`src/rtl/jt5205_fetch_ctrl_pkg.sv`:
```
// Shared constants for the 5205 ADPCM fetch sequencer: register select codes
// and the fetch FSM state encoding.
package jt5205_fetch_ctrl_pkg;

  localparam logic [1:0] SEL_START = 2'd0;
  localparam logic [1:0] SEL_END   = 2'd1;
  localparam logic [1:0] SEL_CTRL  = 2'd2;

  localparam logic [1:0] ST_IDLE  = 2'd0;
  localparam logic [1:0] ST_FETCH = 2'd1;
  localparam logic [1:0] ST_RUN   = 2'd2;

endpackage

```
`src/rtl/jt5205_fetch_buf.sv`:
```
// One-byte look-ahead buffer feeding the 5205 decoder one nibble per irq.
// Flags an underrun when a sample is due and no byte is waiting.
module jt5205_fetch_buf #(
  parameter int HI_FIRST = 1
) (
  input  logic       rst,
  input  logic       clk,
  input  logic       clr,
  input  logic       load,
  input  logic [7:0] load_data,
  input  logic       sample,
  output logic [3:0] din,
  output logic       underrun,
  output logic       take,
  output logic       give
);

  logic [7:0] nxt;
  logic       nxt_v;
  logic       phase;
  logic [3:0] hold;

  // take: first nibble of a buffered byte is consumed; give: held nibble goes out
  assign take = sample & ~phase & nxt_v;
  assign give = sample & phase;

  always_ff @(posedge clk or posedge rst) begin
    if (rst) begin
      nxt      <= '0;
      nxt_v    <= 1'b0;
      phase    <= 1'b0;
      hold     <= '0;
      din      <= '0;
      underrun <= 1'b0;
    end else begin
      underrun <= 1'b0;
      if (clr) begin
        nxt_v <= 1'b0;
        phase <= 1'b0;
      end else begin
        if (load) begin
          nxt   <= load_data;
          nxt_v <= 1'b1;
        end
        if (give) begin
          din   <= hold;
          phase <= 1'b0;
        end else if (take) begin
          din   <= (HI_FIRST != 0) ? nxt[7:4] : nxt[3:0];
          hold  <= (HI_FIRST != 0) ? nxt[3:0] : nxt[7:4];
          nxt_v <= 1'b0;
          phase <= 1'b1;
        end else if (sample) begin
          underrun <= 1'b1;
        end
      end
    end
  end

endmodule

```
`src/rtl/jt5205_fetch_ctrl.sv`:
```
// ADPCM clip sequencer: fetches ROM bytes between CPU-programmed start/end
// pages and streams them as nibbles into the MSM5205 core.
module jt5205_fetch_ctrl
  import jt5205_fetch_ctrl_pkg::*;
#(
  parameter int AW       = 16,
  parameter int HI_FIRST = 1
) (
  input  logic          rst,
  input  logic          clk,
  input  logic          wr,
  input  logic [1:0]    wr_sel,
  input  logic [7:0]    wr_data,
  input  logic          irq,
  output logic [3:0]    din,
  output logic          adpcm_rst,
  output logic          busy,
  output logic          underrun,
  output logic          rom_cs,
  output logic [AW-1:0] rom_addr,
  input  logic [7:0]    rom_data,
  input  logic          rom_ok
);

  logic [1:0]    st;
  logic [7:0]    start_reg;
  logic [7:0]    end_reg;
  logic [7:0]    end_lat;
  logic          first;
  logic          last;
  logic          ctrl_wr;
  logic          sample;
  logic          load;
  logic          take;
  logic          give;
  logic [AW-1:0] start_addr;
  logic [AW-1:0] end_addr;

  assign ctrl_wr    = wr && (wr_sel == SEL_CTRL);
  // a control write in the same clk masks irq and rom_ok entirely
  assign sample     = irq && (st != ST_IDLE) && !ctrl_wr;
  assign load       = rom_cs && rom_ok && !ctrl_wr;
  assign start_addr = {start_reg, {(AW-8){1'b0}}};
  assign end_addr   = {end_lat, {(AW-8){1'b1}}};

  jt5205_fetch_buf #(
    .HI_FIRST (HI_FIRST)
  ) u_buf (
    .rst       (rst),
    .clk       (clk),
    .clr       (ctrl_wr),
    .load      (load),
    .load_data (rom_data),
    .sample    (sample),
    .din       (din),
    .underrun  (underrun),
    .take      (take),
    .give      (give)
  );

  always_ff @(posedge clk or posedge rst) begin
    if (rst) begin
      st        <= ST_IDLE;
      start_reg <= '0;
      end_reg   <= '0;
      end_lat   <= '0;
      first     <= 1'b0;
      last      <= 1'b0;
      busy      <= 1'b0;
      adpcm_rst <= 1'b1;
      rom_cs    <= 1'b0;
      rom_addr  <= '0;
    end else begin
      if (wr && wr_sel == SEL_START) start_reg <= wr_data;
      if (wr && wr_sel == SEL_END)   end_reg   <= wr_data;
      if (ctrl_wr) begin
        adpcm_rst <= 1'b1;
        last      <= 1'b0;
        if (wr_data[0]) begin
          st       <= ST_FETCH;
          rom_cs   <= 1'b1;
          rom_addr <= start_addr;
          busy     <= 1'b1;
          end_lat  <= end_reg;
          first    <= 1'b1;
        end else begin
          st     <= ST_IDLE;
          rom_cs <= 1'b0;
          busy   <= 1'b0;
          first  <= 1'b0;
        end
      end else begin
        if (load) begin
          rom_cs <= 1'b0;
          st     <= ST_RUN;
          if (first) begin
            adpcm_rst <= 1'b0;
            first     <= 1'b0;
          end
        end
        // prefetch the next byte as soon as the buffered one is consumed
        if (take) begin
          if (rom_addr != end_addr) begin
            rom_addr <= rom_addr + AW'(1);
            rom_cs   <= 1'b1;
            st       <= ST_FETCH;
          end else begin
            last <= 1'b1;
          end
        end
        if (give && last) begin
          busy      <= 1'b0;
          adpcm_rst <= 1'b1;
          rom_cs    <= 1'b0;
          last      <= 1'b0;
          st        <= ST_IDLE;
        end
      end
    end
  end

endmodule
```
`config.mk`:
```
export PLATFORM = sky130hd
export DESIGN_NAME = jt5205_fetch_ctrl
export DESIGN_NICKNAME = d
export VERILOG_FILES = /design/src/rtl/jt5205_fetch_ctrl_pkg.sv /design/src/rtl/jt5205_fetch_buf.sv /design/src/rtl/jt5205_fetch_ctrl.sv
export SDC_FILE = /design/constraint.sdc
export NUM_CORES = 1
export LEC_CHECK = 0
export BUFFER_PORTS_ARGS = -buffer_cell sky130_fd_sc_hd__buf_2
export CORE_ASPECT_RATIO = 1.4
export CORE_MARGIN = 5
export CORE_UTILIZATION = 56
export DETAILED_ROUTE_END_ITERATION = 6
export PLACE_DENSITY = 0.9
export SETUP_SLACK_MARGIN = 0.1
export SKIP_LAST_GASP = 1
export SYNTH_ARGS = -nofsm -noshare
export SYNTH_HDL_FRONTEND = slang
export SYNTH_SLANG_ARGS = --single-unit
```
`constraint.sdc`:
```
create_clock -name clk -period 2.9 [get_ports clk]
set_input_delay 0.145 -clock clk [delete_from_list [all_inputs] [get_ports clk]]
set_output_delay 0.145 -clock clk [all_outputs]
set_load 0.005 [all_outputs]
```
==> results.md, run 1 <==
Cells and area:
- The count of placed standard cells in the final layout, fillers left out is 444.
- The multi-input gate area in the final layout is 1310 sq um.
- The largest register by flop count is rom_addr.
- In the final layout, the share of cells above drive strength 1 is 23.8%.
- The flip-flop and latch area is 1650 sq um.
- Relative to the synthesized area, the layout overhead comes to 20.1%.
- The filler cells instantiated in the layout total ~380.
- The flip-flop count of the largest register, all copies and words added is 16.
- The total number of nets in the final design is ~400.
- The final antenna diode count is 0.
- The cell area after layout is between 3000 and 4000 sq um.

Synth:
- The number of synthesized register bits is 66.
- Summing the areas of all and, or, nand and nor instances in the mapped netlist gives 22.2% of the synthesized area.
- The synthesized netlist devotes roughly 12% of its cell area to compound gates.
- Yosys printed 0 warnings.
- The mapped netlist covers 3030 sq um.
- The post-synthesis adder-cell area fraction is 0.414%.
- For this run, the leading register cell type out of synthesis is dfrtp_1.
- The fraction of synthesis flops using an asynchronous set or reset pin is 100%.
- The sequential cell area fraction in the yosys report is 54.6%.
- The synthesized net count is 335.
- The number of distinct library cells after synthesis is 42.
- Yosys mapped a number of flops with a built-in enable equal to 0.
- The combinational family with the most area after synthesis is simple AND/OR/NAND/NOR gates.
- The average instance area after synthesis is 9.73 sq um.
- The mux share of post-synthesis cell area is 6.24%.
- The synthesized netlist devotes 2.32% of its cell area to XOR and XNOR gates.
- The cell count after synthesis is 311.

GRT:
- The global router's overall resource usage is 22.8%.
- The number of global-route vias before repair came to between 2000 and 3000.
- For this run the aggregate overflow at the end of global routing stands at 0.
- The first global-routing pass estimated roughly 13 mm of wire.
- The number of antenna violations at the first check in global routing is 0.
- Entering global routing, the biggest net connects 30 pins.

Status:
- The run finished with clean final reports.

STA:
- The time the final worst path needs with I/O delays and setup is 2.28 ns.
- The number of slew-limit violations in the final report is 0.
- Based on the critical path, the design can be clocked at up to roughly 0.44 GHz.
- Adding up every negative setup slack in the final design gives 0 ns.
- The final-report hold violation count is 0.
- Headroom to the max-slew limit came out at ~54%.
- For the pin with the worst max-slew slack, the measured transition is between 0.6 and 0.7 ns.
- The portion of the clock cycle consumed by the worst path in the final layout is 78.7%.
- On the final layout, the worst hold slack is 0.00945 ns.
- The clock arrives with around 0.012 ns of skew.
- Setup violations remaining at the end of the flow were counted as 0.
- Setup repair after global routing left no endpoint under its margin.

Route:
- After detailed routing, no signal wire sits above met4.
- In the routed design, unresolved DRC markers number 0.
- The wire length on met3 is about 560 um.
- Summed over all nets, wire length on met2 after detailed routing comes to 4.02 mm.
- The pre-antenna-repair detailed-routing pass consisted of 5 iterations.
- The detail-routed net length per standard cell is 17.0 um.
- The total routed wire length on the met1 layer is 2.79 mm.
- Dividing the detail-routed via count by the number of cells gives 5.91.
- Once detail routing completed, the nets flagged for antenna violations numbered 0.
- The total via count after detailed routing is 2623.
- The detailed router finished its first iteration with about 240 violations.
- The aggregate routed wire length is 7.55 mm.

Critical path:
- The type of element launching the critical path is a flip-flop.
- For the worst setup path, the data required time is just over 3 ns.
- Of all nets on the critical path, the largest fanout is 10.
- STA puts the critical path data arrival time at 2.50 ns.
- The critical path is of the flip-flop to flip-flop type.
- The kind of end point of the critical path is a flip-flop.

Clocking:
- The tree is rooted in a clkbuf_8.
- The post-CTS setup buffer count is 0.
- The number of buffers on the longest clock path is 2.
- The number of sinks driven by the clock tree is 66.
- After clock tree synthesis, the clock-pin slew on the worst setup and hold paths is ~0.07 ns.
- In this run, CTS created clock tree buffers numbering 9.
- Clock latency on the worst-skew pair, taken at its later pin, is 0.35 ns.
- TritonCTS built the clock tree.
- The H-tree generated during clock tree synthesis spans 3 levels.

Place:
- Once placement finished, the instance area stood at 3350 sq um.
- At the end of routability-driven placement, the weighted congestion stood at between 0.9 and 1.
- Buffers placed on the I/O ports in this run total 46.
- The number of placed instances, taps included, is 421.
- The detailed-placement wirelength estimate is 5.37 mm.

Floorplanning:
- From left edge to right edge, the die measures ~72 um.
- 47 I/O pins were placed.
- After floorplanning, the core was sized to cover approximately 5200 sq um.
- The row count is 31.
- The floorplan step defined a die boundary enclosing 6990 sq um.
- The overall die height is 97.0 um.
- The effective utilization at floorplan is 58.2%.

Power:
- The worst voltage drop across the vdd grid is 0.565 mV.
- In this run the power density over the cells is around 830 nW/um^2.
- The analysis attributes to cell leakage a power of 0.00171 uW.

Run:
- The count of maximum capacitance violations is 0.

Hold path:
- The path class of the lowest-slack min-delay path is primary input to flip-flop.
==> worst max-delay path, stage by stage (launching register included) <==
cell	delay (ns)
dfrtp_1	0.41
ha_1	0.18
nand2_1	0.13
or3_4	0.40
or3_1	0.53
a21oi_4	0.35
o21ai_0	0.15
==> cells by family after synthesis <==
logic type | after synthesis
buf+inv | 15
flops | 66
fa+ha+maj | 1
simple gates | 148
mux | 17
xor+xnor | 8
compound gates | 56
==> final timing paths <==
kind                                  start       endpoint  slack [ns]  depth (start not counted)
max in group asynchronous               rst   start_reg[3]        1.73                          4
worst max register to register  rom_addr[1]   rom_addr[12]        0.62                          6
worst min-delay path            rom_data[1]   u_buf.nxt[1]       0.009                          3
worst min register to register   end_reg[1]     end_lat[1]        0.47                          2
min in group asynchronous               rst  u_buf.hold[3]        0.43                          3
worst max-delay path            rom_addr[1]   rom_addr[12]        0.62                          6
==> Yosys cell counts (2+ instances only) <==
cell | instances | area [sq um]
nor4b_1 | 2 | 17.5
clkbuf_1 | 9 | 33.8
nor2_1 | 21 | 78.8
nand2_1 | 84 | 315
inv_1 | 5 | 18.8
or3_1 | 3 | 18.8
o311ai_0 | 2 | 17.5
a21oi_1 | 19 | 95.1
nand3b_1 | 3 | 22.5
a211oi_1 | 2 | 15.0
o31ai_1 | 3 | 22.5
dfrtp_1 | 65 | 1630
nor3_1 | 10 | 50.1
xnor2_1 | 8 | 70.1
nor4_1 | 3 | 18.8
nand4_1 | 4 | 25.0
mux2i_1 | 2 | 20.0
a31oi_1 | 5 | 31.3
mux2_2 | 15 | 169
and3_1 | 3 | 18.8
o41ai_1 | 2 | 17.5
o22ai_1 | 4 | 25.0
o21ai_0 | 9 | 45.0
nand3_1 | 8 | 40.0
o211ai_1 | 3 | 22.5
==> layer usage <==
layer	GRT usage, %	vias up
met5	0	-
met4	10.1	0
met3	4.15	16
met2	39.2	138
met1	27.0	1252
li1	-	1217
==> placed cells by master (no fill, tap or decap), drive strengths merged, types with 3 or more instances in the layout <==
| cell type | instances |
|---|---|
| mux2 | 15 |
| o21ai | 9 |
| o211ai | 3 |
| nor3 | 11 |
| xnor2 | 8 |
| or3 | 4 |
| nand3 | 8 |
| inv | 5 |
| clkinv | 3 |
| a21oi | 20 |
| nand3b | 3 |
| nand4 | 5 |
| a31oi | 5 |
| and3 | 3 |
| nor2 | 21 |
| buf | 54 |
| clkbuf | 11 |
| dfrtp | 65 |
| dlygate4sd3 | 7 |
| nor4 | 3 |
| o22ai | 4 |
| nand2 | 84 |
| o31ai | 3 |
==> cell type report <==
| cell class | instances | share of cell area [%] |
|---|---|---|
| clock buffers | 11 | 3.62 |
| clock inverters | 5 | 2.17 |
| flip-flops and latches | 66 | 45.5 |
| inverters | 5 | 0.517 |
| multi-input cells | 230 | 36.0 |
| well taps | 66 | 2.27 |
| repair buffers | 61 | 9.92 |
==> through the flow <==
step           util [%]  setup WS, ns  power, uW
3_3_place_gp       64.5         0.726       2140
4_1_cts            69.9         0.662       3040
3_5_place_dp       64.5         0.653       2200
5_1_grt            69.9         0.483       3210
2_1_floorplan         -         0.865       1890
6_report           69.9         0.616       3030
==> power by group <==
| part | leakage, uW | switching (uW) | internal [uW] | total [uW] |
|---|---|---|---|---|
| logic | 0.000781 | 424 | 353 | 778 |
| registers | 0.000821 | 227 | 1200 | 1430 |
| clock network | 0.000107 | 342 | 483 | 824 |
==> timing repair <==
action                    4_1_cts  5_1_grt
hold buffers                    7        0
gates resized for setup         0        0
hold endpoints to repair       33        0
Power figures use the tool's default switching activity.
==> run 2: changes to the inputs <==
- CORE_UTILIZATION: 56 -> 51
- PLACE_DENSITY: 0.9 -> 0.87
- clock period: 2.9 -> 1.93 ns (I/O delays scaled with it)
==> run 2 against run 1 <==
Effect of this change:
- largest power group unchanged
- worst setup slack worse by 0.53 ns
- sequential power up 46%
- register-to-register slack worse by 0.53 ns
- sequential share of layout area down 3.7 points
- largest cell class unchanged
==> results.md, run 2 (synthesis gave the netlist of run 1 again) <==
STA:
- The portion of the clock cycle consumed by the worst path in the final layout is 95.5% (+17 points).
- The number of slew-limit violations in the final report is 0 (unchanged).
- The worst-case clock skew is 0.00890 ns (-0.00287 ns).
- The slew at the pin closest to its max-slew limit is 0.581 ns (-0.100 ns).
- The relative max-transition margin is 61.2% (+7.0 points).
- The final setup violation count is 0 (unchanged).
- The final-report hold violation count is 0 (unchanged).
- The total negative slack came to 0 ns (unchanged).
- Setup repair after global routing could not meet its margin everywhere.
- The time the final worst path needs with I/O delays and setup is 1.84 ns (-0.440 ns).
- The timing-limited maximum frequency is 0.543 GHz (+24%).

Route:
- The aggregate routed wire length was 8.03 mm (+6.3%).
- The number of optimization iterations in the first detailed-route pass is 4 (-1).
- The total via count after detailed routing came to 2776 (+5.8%).
- The detail-routed net length per standard cell is 16.6 um (-2.7%).
- The post-route DRC violation count is 0 (unchanged).
- The count of antenna-violating nets left after detailed routing is 0 (unchanged).
- The violation count after the first detailed-route iteration is 168 (-31%).
- The average vias per placed instance came to 5.72 (-3.1%).

Cells and area:
- The final antenna diode count came to 0 (unchanged).
- Leaving out fill and tap cells, the most frequent cell in the layout is nand2_1.
- The proportion of layout cells with a drive suffix above 1 came to 30.8% (+7.0 points).
- The area growth from synthesis to layout is 30.8%.
- The fill cell total of the finished layout is 451 (+18%).
- The total number of nets in the final design was 434 (+9.3%).
- The multi-input gate area in the final layout is 1360 sq um (+3.7%).
- The flip-flop count of the largest register, all copies and words added is 16 (unchanged).
- The count of placed standard cells in the final layout, fillers left out was 485 (+9.2%).
- The flip-flop and latch area is 1650 sq um (unchanged).
- The largest register by flop count is rom_addr.
- The library cells used most frequently in the layout, excluding fill and tap cells, are nand2_1, dfrtp_1, buf_2.

Power:
- The static leakage was 0.00189 uW (+10%).
- The power density over cell area is 1150 nW/um^2 (+38%).
- The worst voltage drop across the vdd grid is 0.800 mV (+42%).

Clocking:
- The number of buffers on the longest clock path is 2 (unchanged).
- The register clock-pin slew on the reported worst setup and hold paths is 0.07 ns (about the same).
- The number of sinks driven by the clock tree is 66 (unchanged).
- The depth of the CTS H-tree came to 3 (unchanged).
- The CTS buffer count is 9 (unchanged).
- The clock tree from TritonCTS is built.
- The buffer type at the clock tree root is clkbuf_8.
- The clock insertion delay at the later pin of the skew report is 0.36 ns (about the same).

Status:
- The flow ran to the end, and the final reports show no timing, DRC or antenna violations.

Critical path:
- The worst setup path is captured at a flip-flop.
- The required arrival time at the worst endpoint was 2.22 ns (-0.89 ns).
- The worst setup path is of the flip-flop to flip-flop kind.
- STA classifies the critical path startpoint as a flip-flop.
- The arrival time of data at the critical path endpoint is 2.14 ns (-0.36 ns).
- The top fanout value on the critical path is 6 (-4).

GRT:
- The global router's overall resource usage was 22.8% (+0.038 points).
- The residual overflow from global routing was 0 (unchanged).
- The number of antenna violations at the first check in global routing was 0 (unchanged).
- The largest net degree at the start of global routing is 43 (+43%).
- The global-route wire length before repair is 13.1 mm (+4.1%).
- The number of global-route vias before repair is 2863 (+7.5%).

Floorplanning:
- The overall die height is 101 um (+4.3%).
- The number of primary I/O pins is 47 (unchanged).
- The width of the chip is 75.1 um (+4.1%).
- The row count is 33 (+6.5%).
- The effective utilization at floorplan is 52.0% (-6.2 points).
- The placeable core region was 5820 sq um (+12%).
- The area of the die is 7590 sq um (+8.6%).

Place:
- The detailed-placement wirelength estimate is 5.66 mm (+5.4%).
- The number of port buffers came to 46 (unchanged).
- The last weighted congestion value of the routability-driven placer is 0.914 (+0.27%).
- The number of cells in the design after placement is 450 (+6.9%).

Run:
- The count of maximum capacitance violations is 0 (unchanged).

Hold path:
- The worst hold path belongs to the class primary input to flip-flop.
## run 2: per-layer routing
| metal | vias to the layer above | global-route usage [%] | wire (um) | part of all wire (%) |
|---|---|---|---|---|
| li1 | 1294 | - | - | - |
| met1 | 1364 | 26.3 | 3090 | 39 |
| met2 | 91 | 38.4 | 4250 | 53 |
| met3 | 27 | 5.26 | 422 | 5.3 |
| met4 | 0 | 12.3 | 258 | 3.2 |
| met5 | - | 0 | 0 | 0 |
## run 2: layout make-up
cell class	instances	share of cell area (%)
multi-input combinational	231	34.3
clock inverter	5	0.759
timing repair buffer	97	16.9
sequential	66	41.8
clock buffer	11	3.57
tap	70	2.21
inverter	5	0.474
## run 2: worst paths after layout
| kind | start | endpoint | slack, ns | cells past startpoint |
|---|---|---|---|---|
| max | rom_addr[1] | rom_addr[9] | 0.09 | 7 |
| min | wr_data[6] | start_reg[6] | 0.001 | 2 |
| max reg2reg | rom_addr[1] | rom_addr[9] | 0.09 | 7 |
| min reg2reg | adpcm_rst | adpcm_rst | 0.46 | 2 |
| max in group asynchronous | rst | adpcm_rst | 0.90 | 4 |
| min in group asynchronous | rst | rom_addr[4] | 0.35 | 3 |
## run 2: power by group
part	switching (uW)	leakage, uW	internal, uW	total [uW]
sequential	286	0.000821	1810	2090
clock	528	0.0000851	493	1020
combinational	741	0.000979	703	1440
## run 2: per-stage QoR
| step | utilization, % | worst slack, ns | cell area [sq um] | power, uW | hold WS [ns] |
|---|---|---|---|---|---|
| finish | 68.0 | 0.0870 | 3960 | 4560 | 0.00130 |
| global route | 68.0 | 0.0372 | 3960 | 4880 | 0.00293 |
| CTS | 67.2 | 0.0958 | 3920 | 4520 | 0.00182 |
| detailed placement | 61.2 | -0.00424 | 3560 | 3450 | 0.187 |
| global placement | 61.2 | 0.0560 | 3560 | 3360 | 0.184 |
| floorplan | - | -0.00716 | 3030 | 2850 | 0.202 |
## run 2: critical path: stages, from the launching register on
cell     delay, ns
dfrtp_1       0.36
ha_2          0.20
nand2_2       0.06
or3_4         0.35
or3_4         0.38
buf_6         0.16
a31oi_1       0.15
a221o_1       0.12
## run 2: repair_timing
| item | 4_1_cts | 5_1_grt |
|---|---|---|
| gates cloned | 1 | 0 |
| hold buffers | 14 | 0 |
| endpoints found under the setup margin | 13 | 19 |
| pin swaps | 1 | 6 |
| resized for setup | 3 | 7 |
| endpoints found under the hold margin | 42 | 0 |
| buffers inserted | 2 | 2 |
